## src/rtl/core_pcr_top.sv

```systemverilog
// core_pcr_top: program-counter register feeding the instruction fetch unit.
// Sequential PCs are issued with a valid/ready handshake. Issue pauses while a
// decoded branch is pending. A resolved taken branch redirects the PC and
// pulses a flush. A misaligned target parks the block in a sticky halt.
module core_pcr_top #(
  parameter logic [31:0] RESET_PC = 32'h0000_0000,
  parameter logic [31:0] PC_STEP  = 32'd4
) (
  input  logic        clk,
  input  logic        rstn,
  output logic        pcr_tx_valid,
  output logic [31:0] pcr_tx_pc,
  input  logic        pcr_tx_ready,
  output logic        pcr_tx_flush,
  input  logic        pcr_rx_bc_pend,
  input  logic        pcr_rx_bc_done,
  input  logic        pcr_rx_bc_taken,
  input  logic [31:0] pcr_rx_bc_addr,
  output logic        pcr_tx_halt
);

  typedef enum logic [1:0] {
    BOOT    = 2'd0,
    RUN     = 2'd1,
    WAIT_BC = 2'd2,
    HALT    = 2'd3
  } state_t;

  state_t      r_state;
  logic [31:0] r_pc;
  logic        r_valid;
  logic        r_flush;
  logic        r_halt;

  state_t      w_next_state;
  logic [31:0] w_next_pc;
  logic        w_next_flush;
  logic        w_redirect;
  logic        w_aligned;

  // A taken branch resolution; its target must be word aligned to be usable.
  assign w_redirect = pcr_rx_bc_done && pcr_rx_bc_taken;
  assign w_aligned  = (pcr_rx_bc_addr[1:0] == 2'b00);

  // Next-state and next-PC selection; redirect outranks transfer and bc_pend.
  always_comb begin
    w_next_state = r_state;
    w_next_pc    = r_pc;
    w_next_flush = 1'b0;
    unique case (r_state)
      BOOT: begin
        w_next_state = RUN;
        w_next_pc    = RESET_PC;
      end
      RUN: begin
        if (w_redirect && w_aligned) begin
          w_next_pc    = pcr_rx_bc_addr;
          w_next_flush = 1'b1;
        end else if (w_redirect) begin
          w_next_state = HALT;
        end else begin
          // valid is always high in RUN, so ready alone marks a transfer.
          if (pcr_tx_ready) begin
            w_next_pc = r_pc + PC_STEP;
          end
          if (pcr_rx_bc_pend) begin
            w_next_state = WAIT_BC;
          end
        end
      end
      WAIT_BC: begin
        if (pcr_rx_bc_done) begin
          if (!pcr_rx_bc_taken) begin
            w_next_state = RUN;
          end else if (w_aligned) begin
            w_next_state = RUN;
            w_next_pc    = pcr_rx_bc_addr;
            w_next_flush = 1'b1;
          end else begin
            w_next_state = HALT;
          end
        end
      end
      HALT: begin
        w_next_state = HALT;
      end
      default: begin
        w_next_state = BOOT;
      end
    endcase
  end

  // State and output registers; outputs are decoded from the next state so
  // they change in the same cycle as the state itself.
  always_ff @(posedge clk) begin
    if (!rstn) begin
      r_state <= BOOT;
      r_pc    <= RESET_PC;
      r_valid <= 1'b0;
      r_flush <= 1'b0;
      r_halt  <= 1'b0;
    end else begin
      r_state <= w_next_state;
      r_pc    <= w_next_pc;
      r_valid <= (w_next_state == RUN);
      r_flush <= w_next_flush;
      r_halt  <= (w_next_state == HALT);
    end
  end

  assign pcr_tx_valid = r_valid;
  assign pcr_tx_pc    = r_pc;
  assign pcr_tx_flush = r_flush;
  assign pcr_tx_halt  = r_halt;

endmodule

```

## config.mk

```make
export PLATFORM = sky130hd
export DESIGN_NAME = core_pcr_top
export DESIGN_NICKNAME = d
export VERILOG_FILES = /design/src/rtl/core_pcr_top.sv
export SDC_FILE = /design/constraint.sdc
export NUM_CORES = 1
export LEC_CHECK = 0
export BUFFER_PORTS_ARGS = -buffer_cell sky130_fd_sc_hd__buf_2
export CORE_MARGIN = 4
export CORE_UTILIZATION = 55
export CTS_CLUSTER_DIAMETER = 30
export DETAILED_ROUTE_END_ITERATION = 8
export PLACE_DENSITY = 0.93
export SKIP_LAST_GASP = 1
export SYNTH_ARGS = -nofsm -noshare
export SYNTH_HDL_FRONTEND = slang
export SYNTH_SLANG_ARGS = --single-unit
```

## constraint.sdc

```tcl
create_clock -name clk -period 4.1 [get_ports clk]
set_input_delay 0.41 -clock clk [delete_from_list [all_inputs] [get_ports clk]]
set_output_delay 0.41 -clock clk [all_outputs]
set_load 0.005 [all_outputs]
```

==> results of run 1 <==
[cells by family after synthesis]
group | synth area share, %
DFF | 31.37
adders and majority gates | 2.650
and+or+nand+nor | 31.69
buffers and inverters | 4.451
muxes | 0.8479
AOI/OAI and AO/OA | 26.39
xor gates and xnor gates | 2.597
[flip-flops by register name, indices dropped and copies added (netlist names)]
register,flops
pcr_tx_pc,32
pcr_tx_valid,1
pcr_tx_flush,1
pcr_tx_halt,1
r_state,2
[worst max-delay path by stage]
stage	end	slack, ps
final	pcr_tx_pc[17]$_SDFFE_PN0P_	1410
after global routing	pcr_tx_pc[17]$_SDFFE_PN0P_	1280
after CTS	pcr_tx_pc[17]$_SDFFE_PN0P_	1510
after detailed placement	pcr_tx_pc[17]$_SDFFE_PN0P_	1560
after global placement	pcr_tx_pc[17]$_SDFFE_PN0P_	1670
after floorplan	pcr_tx_pc[18]$_SDFFE_PN0P_	2180
[layout make-up]
| class | instances | area (um2) |
|---|---|---|
| clock buffers | 5 | 68.82 |
| clock inverters | 3 | 46.29 |
| fillers | 352 | 1247 |
| inverters | 10 | 37.54 |
| multi-input cells | 244 | 1515 |
| flip-flops and latches | 37 | 740.7 |
| well taps | 50 | 62.56 |
| repair buffers | 73 | 367.9 |
[cells in the mapped netlist, drive strengths merged (3+ instances only)]
cell type  count
a21boi         3
a21o           4
a21oi         16
a22o           4
a22oi          8
a31oi          8
a32oi          4
and2           8
and3           3
buf            3
clkbuf        14
dfxtp         37
ha             5
inv            9
nand2         31
nand3         21
nand4         15
nor2          26
nor2b          5
nor3           7
nor4           6
o21a           4
o21ai         23
or3            5
xnor2          3
xor2           4
[power by group through the flow]
stage               registers, mW  clock network (mW)  logic (mW)
finish                      0.382               0.327       0.143
global route                0.383               0.344       0.155
CTS                         0.381               0.331       0.140
detailed placement          0.389                   0       0.138
global placement            0.388                   0       0.134
floorplan                   0.388                   0      0.0909
[through the flow]
stage / setup slack (ps) / instance area, um2
after global placement: 1666 / 2724
final: 1415 / 2839
after detailed placement: 1555 / 2724
after CTS: 1507 / 2839
after global routing: 1277 / 2839
after floorplan: 2179 / 2361
[tightest hold or removal path, stage by stage]
cell and delay, ps:
buf_2 80, nand2_1 30, o21ai_0 50
[layout by cell type, fill, tap and decap left out, drive strengths merged, types with 5 or more instances in the layout]
master   n
ha       5
inv      9
nand4   15
nand2   31
dfxtp   37
a22oi    8
and2     8
or3      5
nor2    26
o21ai   23
clkbuf   5
buf     73
nor2b    5
nor4     6
a31oi    8
nand3   21
a21oi   16
nor3     7
[metal layers]
| layer | track usage, % | share of wire, % |
|---|---|---|
| met5 | 0 | 0 |
| met4 | 9.658 | 2.5 |
| met3 | 5.198 | 10 |
| met2 | 42.52 | 46 |
| met1 | 34.53 | 42 |
==> flow_metrics.tcl, run 1 <==
set metrics [dict create \
    cts_resized 0 \
    hpwlAfterDp_mm 4.935 \
    intPower_mw 0.6026 \
    setup_viol 0 \
    clock_sinks 37 \
    layout.nets 414 \
    viasPerCell 6.505 \
    rows 23 \
    grt.total_usage_pct 26.30 \
    grt_pass1_wl_mm 11.38 \
    crit_chain "inv_1 -> ha_1 -> nor2b_1 -> o21ai_0 -> nor2b_1 -> a32oi_1 -> a31oi_1" \
    path_common_cell "nor2b_1" \
    worstSetupPathType "flop to flop" \
    synth-main-ff-cell "dfxtp_1" \
    synth_top_area_share_pct 31.37 \
    placedCellCount 414 \
    p_comb_share_pct 16.8 \
    tightest_slew_ps 1177 \
    yosysTopAreaCell "dfxtp_1" \
    drive_gt1_share_pct 25.00 \
    seq_power_share_pct 44.8 \
    rsz0062_at_grt "no" \
    cts_tree "done" \
    required_ps 4320 \
    ant_nets 0 \
    drt_iter0_markers 349 \
    synth.distinct_cells 59 \
    grt_pass1_vias 2527 \
    area_growth_pct 20.24 \
    cts_inserted_buffers 5 \
    outcome "finished clean" \
    dr.pass1.iters 6 \
    wl_mm 7.104 \
    hold_depth 3 \
    holdBufCountCts 0 \
    numPortBuffers 72 \
    hold_path_class "primary input to flop" \
    ir_worst_vdd_uv 234.9 \
    core_um2 4086 \
    fin_skew_ps 16.81 \
    r2r_start "r_state[1]$_SDFF_PN0_" \
    max_freq_mhz 372.4 \
    yosys_warnings 0 \
    critical_path.top_delay_family "simple AND/OR/NAND/NOR gates" \
    cp-end-kind "flop" \
    hp-start "pcr_rx_bc_addr[12]" \
    maxCapViolations 0 \
    dieArea_um2 5405 \
    finalCritPeriodShare_pct 65.49 \
    critPathMaxFanout 16 \
    final_core_util_pct 69.47 \
    synthArstFlopShare_pct 0 \
    leakage_nw 1.211 \
    root_buffer "clkbuf_8" \
    fin_crit_ps 2685 \
    startpoint_type "flop" \
    syn_nets 351 \
    antenna_found_initial 0 \
    synthesis.instances 308 \
    maxSlewViolCount 0 \
    die_h_um 73.52 \
    power_density_nw_per_um2 299.9 \
    clk_pin_slew_ps 90 \
    arrival_ps 2900 \
    grt_overflow 0 \
    initial_core_util_pct 57.78 \
    finalSetupTns_ps 0 \
    swShare_pct 29.23 \
    path_depth 7 \
    hold_viol_final 0 \
    min_to "pcr_tx_pc[12]$_SDFFE_PN0P_" \
    synth_area_per_cell_um2 7.666 \
    syn-cell-area_um2 2361 \
    cts_setup_buffers 0 \
    place.gp.congestion 0.8672 \
    ys_seq_elements 37 \
    cp_slowest_stage_delay_ps 900 \
    antenna_cells 0 \
    synth_edf_count 0 \
    htreeDepth 2 \
    crit_slowest_cell "nor2b_1" \
    p_clk_share_pct 38.4 \
    drcViolationCount 0 \
    via_count 2745 \
    rr_endpoint "pcr_tx_pc[17]$_SDFFE_PN0P_" \
    max_slew_margin_pct 20.81 \
    die_x_um 73.52 \
    stdcell_count 422 \
    holdWs_ps 288.6 \
    ios 73 \
    ys_seq_area_share_pct 31.37 \
    yosys-top-cells-area "dfxtp_1 31%, nand2_1 4.9%, o21ai_0 4.9%" \
    clk_path_buf_depth 2 \
    clock_latency_ps 310 \
    p_sw_mw 0.2488 \
    total_power_mw 0.8514 \
    regToRegSetupSlack_ps 1410 \
    setup.worst_path.start "r_state[1]$_SDFF_PN0_" \
    worst-path-buf-inv 1 \
    grt_max_degree 23 \
    r2r_cells 7 \
    wl_per_cell_um 16.83 \
]
(Power assumes the default switching activity.)
==> inputs of run 2 (changes only) <==
CORE_UTILIZATION = 46   (was 55)
PLACE_DENSITY = 0.84   (was 0.93)
clock period = 2.41 ns   (was 4.1 ns; I/O delays follow)
==> flow_metrics.tcl, run 2 (synthesis results as in run 1) <==
set metrics [dict create \
    tightest_slew_ps 710.7 \
    place.gp.congestion 0.8799 \
    drive_gt1_share_pct 27.86 \
    layout_common_cells "72 x buf_2, 37 x dfxtp_1, 30 x nand2_1" \
    grt_overflow 0 \
    crit_chain "inv_1 -> ha_1 -> nor2b_1 -> o21ai_1 -> nand2_2 -> buf_4 -> o21ai_0 -> a31oi_1" \
    seq_power_share_pct 41.3 \
    p_comb_share_pct 16.6 \
    grt_max_degree 22 \
    clk_pin_slew_ps 90 \
    ir_worst_vdd_uv 509.8 \
    worstSetupPathType "flop to flop" \
    grt_pass1_wl_mm 12.01 \
    clock_sinks 37 \
    critPathMaxFanout 13 \
    numPortBuffers 72 \
    antenna_cells 0 \
    ant_nets 0 \
    p_clk_share_pct 42.1 \
    hold_depth 3 \
    fin_skew_ps 13.53 \
    hold_viol_final 0 \
    place_ws_ps 160.9 \
    rows 25 \
    cp-end-kind "flop" \
    swShare_pct 27.27 \
    drt_iter0_markers 303 \
    arrival_ps 2350 \
    stdcell_count 451 \
    r2r_cells 8 \
    place_area_um2 2835 \
    largest_reg_flops 32 \
    core_um2 4848 \
    hold_path_class "primary input to flop" \
    dr.pass1.iters 5 \
    ios 73 \
    wl_mm 7.274 \
    cp_slowest_stage_delay_ps 400 \
    die_h_um 79.64 \
    dieArea_um2 6343 \
    rsz0062_at_grt "no" \
    die_x_um 79.64 \
    max_slew_margin_pct 52.62 \
    grt.total_usage_pct 23.92 \
    maxSlewViolCount 0 \
    p_sw_mw 0.4279 \
    setup_viol 0 \
    finalSetupTns_ps 0 \
    placedCellCount 443 \
    cts_inserted_buffers 5 \
    power_density_nw_per_um2 527.4 \
    hpwlAfterDp_mm 5.233 \
    setup.worst_path.start "r_state[1]$_SDFF_PN0_" \
    r2r_start "r_state[1]$_SDFF_PN0_" \
    via_count 2725 \
    area_growth_pct 26.02 \
    intPower_mw 1.141 \
    required_ps 2590 \
    crit_slowest_cell "dfxtp_1" \
    outcome "finished clean" \
    initial_core_util_pct 48.70 \
    wl_per_cell_um 16.13 \
    htreeDepth 2 \
    holdBufCountCts 0 \
    clk_path_buf_depth 2 \
    grt_pass1_vias 2552 \
    viasPerCell 6.042 \
    max_freq_mhz 460.6 \
    clock_latency_ps 300 \
    cts_tree "done" \
    final_common_cell "buf_2" \
    antenna_found_initial 0 \
    leakage_nw 1.284 \
    layout.nets 426 \
    drcViolationCount 0 \
    finalCritPeriodShare_pct 90.09 \
    maxCapViolations 0 \
    setup_ws_ps 238.9 \
    fin_crit_ps 2171 \
    stdcell_area_um2 2975 \
    hp-start "pcr_rx_bc_addr[26]" \
    root_buffer "clkbuf_8" \
    startpoint_type "flop" \
]
[run 2: cell types whose count changed in the layout (fill, tap and decap cells not counted), sizes merged]
cell | before | now
clkinvlp | 1 | 0
buf | 73 | 85
bufinv | 1 | 2
[run 2: layout make-up]
| type | instances | area, um2 |
|---|---|---|
| clock buffers | 5 | 68.82 |
| clock inverters | 3 | 65.06 |
| fillers | 429 | 1873 |
| inverters | 10 | 37.54 |
| multi-input cells | 244 | 1521 |
| flip-flops and latches | 37 | 740.7 |
| well taps | 67 | 83.83 |
| repair buffers | 85 | 457.9 |
[run 2: critical path: cells and delay by family, from the launching register on]
kind            cells  cell delay, ps
flops               1             400
compound gates      3             630
fa+ha+maj           1             300
buf+inv             2             320
simple gates        2             400
[run 2: timing repair]
| action | CTS | global route |
|---|---|---|
| resized for setup | 0 | 3 |
| setup buffers | 0 | 0 |
| setup endpoints to repair | 0 | 21 |
[run 2: stage by stage]
| stage | power [mW] | util [%] | hold slack (ps) |
|---|---|---|---|
| floorplan | 0.8143 | - | 349.6 |
| CTS | 1.561 | 61.24 | 136.9 |
| global route | 1.627 | 61.37 | 158.7 |
| finish | 1.569 | 61.37 | 131.0 |
| global placement | 0.9114 | 58.48 | 441.5 |
| detailed placement | 0.9156 | 58.48 | 450.7 |
[run 2: per-layer routing]
metal / global-route usage [%] / vias up / wire length, um
met3: 5.869 / 17 / 597
li1: - / 1304 / -
met4: 11.00 / 0 / 167
met5: 0 / - / 0
met1: 30.91 / 1270 / 3106
met2: 37.31 / 134 / 3403
[run 2: path summary, 6_finish.rpt]
path / endpoint / slack [ps]
min: pcr_tx_pc[26]$_SDFFE_PN0P_ / 130
max reg2reg: pcr_tx_pc[20]$_SDFFE_PN0P_ / 240
max: pcr_tx_pc[20]$_SDFFE_PN0P_ / 240
min reg2reg: pcr_tx_pc[1]$_SDFFE_PN0P_ / 470
[run 2: power groups by stage]
stage / registers, mW / logic, mW / clock network (mW)
2_1_floorplan: 0.660 / 0.155 / 0
3_3_place_gp: 0.661 / 0.250 / 0
3_5_place_dp: 0.662 / 0.254 / 0
4_1_cts: 0.648 / 0.254 / 0.659
5_1_grt: 0.652 / 0.288 / 0.688
6_report: 0.648 / 0.261 / 0.660
==> inputs of run 3 (changes only) <==
==> constraint.sdc (replaced) <==
create_clock -name clk -period 2.41 [get_ports clk]
set_input_delay 0.3615 -clock clk [delete_from_list [all_inputs] [get_ports clk]]
set_output_delay 0.3615 -clock clk [all_outputs]
set_load 0.005 [all_outputs]
==> flow_metrics.tcl, run 3 (synthesis results as in run 1) <==
set metrics [dict create \
    htreeDepth 2 \
    place.gp.congestion 0.8996 \
    cts_inserted_buffers 5 \
    critical_path.top_delay_family "compound AO/OA/AOI/OAI gates" \
    via_count 2760 \
    arrival_ps 2330 \
    ant_nets 0 \
    cp_slowest_stage_delay_ps 360 \
    final_common_cell "buf_2" \
    required_ps 2600 \
    dieArea_um2 6343 \
    finalSetupTns_ps 0 \
    antenna_found_initial 0 \
    hold_path_class "primary input to flop" \
    grt_overflow 0 \
    worst-path-buf-inv 2 \
    holdBufCountCts 0 \
    core_um2 4848 \
    setup_viol 0 \
    cp-end-kind "flop" \
    root_buffer "clkbuf_8" \
    largest_reg_flops 32 \
    fin_crit_ps 2136 \
    rr_endpoint "pcr_tx_pc[13]$_SDFFE_PN0P_" \
    clock_sinks 37 \
    regToRegSetupSlack_ps 270 \
    maxCapViolations 0 \
    drive_gt1_share_pct 27.98 \
    r2r_cells 8 \
    finalCritPeriodShare_pct 88.63 \
    startpoint_type "flop" \
    grt_pass1_wl_mm 12.03 \
    clock_latency_ps 300 \
    max_freq_mhz 468.2 \
    cts_setup_buffers 0 \
    seq_area_um2 740.7 \
    critPathMaxFanout 12 \
    die_x_um 79.64 \
    grt_max_degree 22 \
    layout.nets 428 \
    area_growth_pct 25.17 \
    cts_tree "done" \
    fin_skew_ps 12.81 \
    crit_chain "inv_1 -> ha_1 -> o2111ai_1 -> and2_1 -> nand2_1 -> buf_4 -> o21ai_0 -> a311oi_1" \
    dr.pass1.iters 5 \
    multiInputGateArea_um2 1519 \
    layout_common_cells "72 x buf_2, 37 x dfxtp_1, 31 x nand2_1" \
    grt_pass1_vias 2583 \
    hpwlAfterDp_mm 5.413 \
    clk_pin_slew_ps 80 \
    drcViolationCount 0 \
    power_density_nw_per_um2 475.5 \
    ios 73 \
    outcome "finished clean" \
    ir_worst_vdd_uv 316.3 \
    max_slew_margin_pct 53.75 \
    die_h_um 79.64 \
    maxSlewViolCount 0 \
    grt.total_usage_pct 23.67 \
    numPortBuffers 72 \
    leakage_nw 1.282 \
    drt_iter0_markers 376 \
    nFillCells 448 \
    rsz0062_at_grt "no" \
    clk_path_buf_depth 2 \
    wl_mm 7.350 \
    hold_viol_final 0 \
    worstSetupPathType "flop to flop" \
    tightest_slew_ps 693.8 \
    wl_per_cell_um 16.23 \
    hold_depth 3 \
    r2r_start "r_state[1]$_SDFF_PN0_" \
    crit_slowest_cell "dfxtp_1" \
    initial_core_util_pct 48.70 \
    viasPerCell 6.093 \
    final_core_util_pct 60.95 \
    rows 25 \
    min_to "pcr_tx_pc[26]$_SDFFE_PN0P_" \
    antenna_cells 0 \
    hp-start "pcr_rx_bc_addr[26]" \
]
[run 3: layout make-up]
| cell class | instances | area share, % |
|---|---|---|
| Multi-Input combinational cell | 244 | 51.40 |
| Sequential cell | 37 | 25.06 |
| Timing Repair Buffer | 87 | 16.00 |
| Clock buffer | 7 | 3.260 |
| Tap cell | 67 | 2.837 |
| Inverter | 10 | 1.270 |
| Clock inverter | 1 | 0.1693 |
[run 3: per-layer routing]
| metal | share of wire [%] | global-route usage (%) | wire (um) | vias up |
|---|---|---|---|---|
| li1 | - | - | - | 1303 |
| met2 | 48 | 38.73 | 3510 | 149 |
| met5 | 0 | 0 | 0 | - |
| met4 | 1.8 | 8.763 | 129 | 0 |
| met3 | 9.2 | 4.740 | 677 | 20 |
| met1 | 41 | 30.59 | 3034 | 1288 |
[run 3: power by group]
group	internal (mW)	switching [mW]
sequential	0.628	0.0199
combinational	0.103	0.163
clock	0.259	0.233
total	0.989	0.416
[run 3: worst max-delay path by stage]
| stage | startpoint | to | slack, ps | depth (start not counted) |
|---|---|---|---|---|
| 2_1_floorplan | pcr_tx_pc[2]$_SDFFE_PN0P_ | pcr_tx_pc[18]$_SDFFE_PN0P_ | 490 | 7 |
| 3_3_place_gp | r_state[1]$_SDFF_PN0_ | pcr_tx_pc[30]$_SDFFE_PN0P_ | 250 | 7 |
| 6_report | r_state[1]$_SDFF_PN0_ | pcr_tx_pc[13]$_SDFFE_PN0P_ | 270 | 8 |
| 3_5_place_dp | r_state[1]$_SDFF_PN0_ | pcr_tx_pc[10]$_SDFFE_PN0P_ | 40 | 7 |
| 4_1_cts | r_state[1]$_SDFF_PN0_ | pcr_tx_pc[4]$_SDFFE_PN0P_ | 180 | 8 |
| 5_1_grt | r_state[1]$_SDFF_PN0_ | pcr_tx_pc[24]$_SDFFE_PN0P_ | 80 | 7 |
[run 3: worst min-delay path, cell delays in order]
cell,delay (ps)
buf_2,70
nand2_1,30
o21ai_0,50
[run 3: per-stage QoR]
stage | hold slack, ps | power [mW] | setup slack [ps] | std cells | instance area [um2]
after CTS | 260.7 | 1.400 | 180.7 | 453 | 2955
final | 251.7 | 1.405 | 274.0 | 453 | 2955
after floorplan | 461.5 | 0.8143 | 489.0 | 308 | 2361
after detailed placement | 454.4 | 0.9201 | 42.51 | 445 | 2850
after global placement | 453.7 | 0.9143 | 251.4 | 445 | 2850
after global routing | 263.9 | 1.465 | 79.32 | 453 | 2955
[run 3: repair_timing]
action	in CTS	in global routing
gates resized for setup	1	1
setup endpoints to repair	1	13
pin swaps	0	0
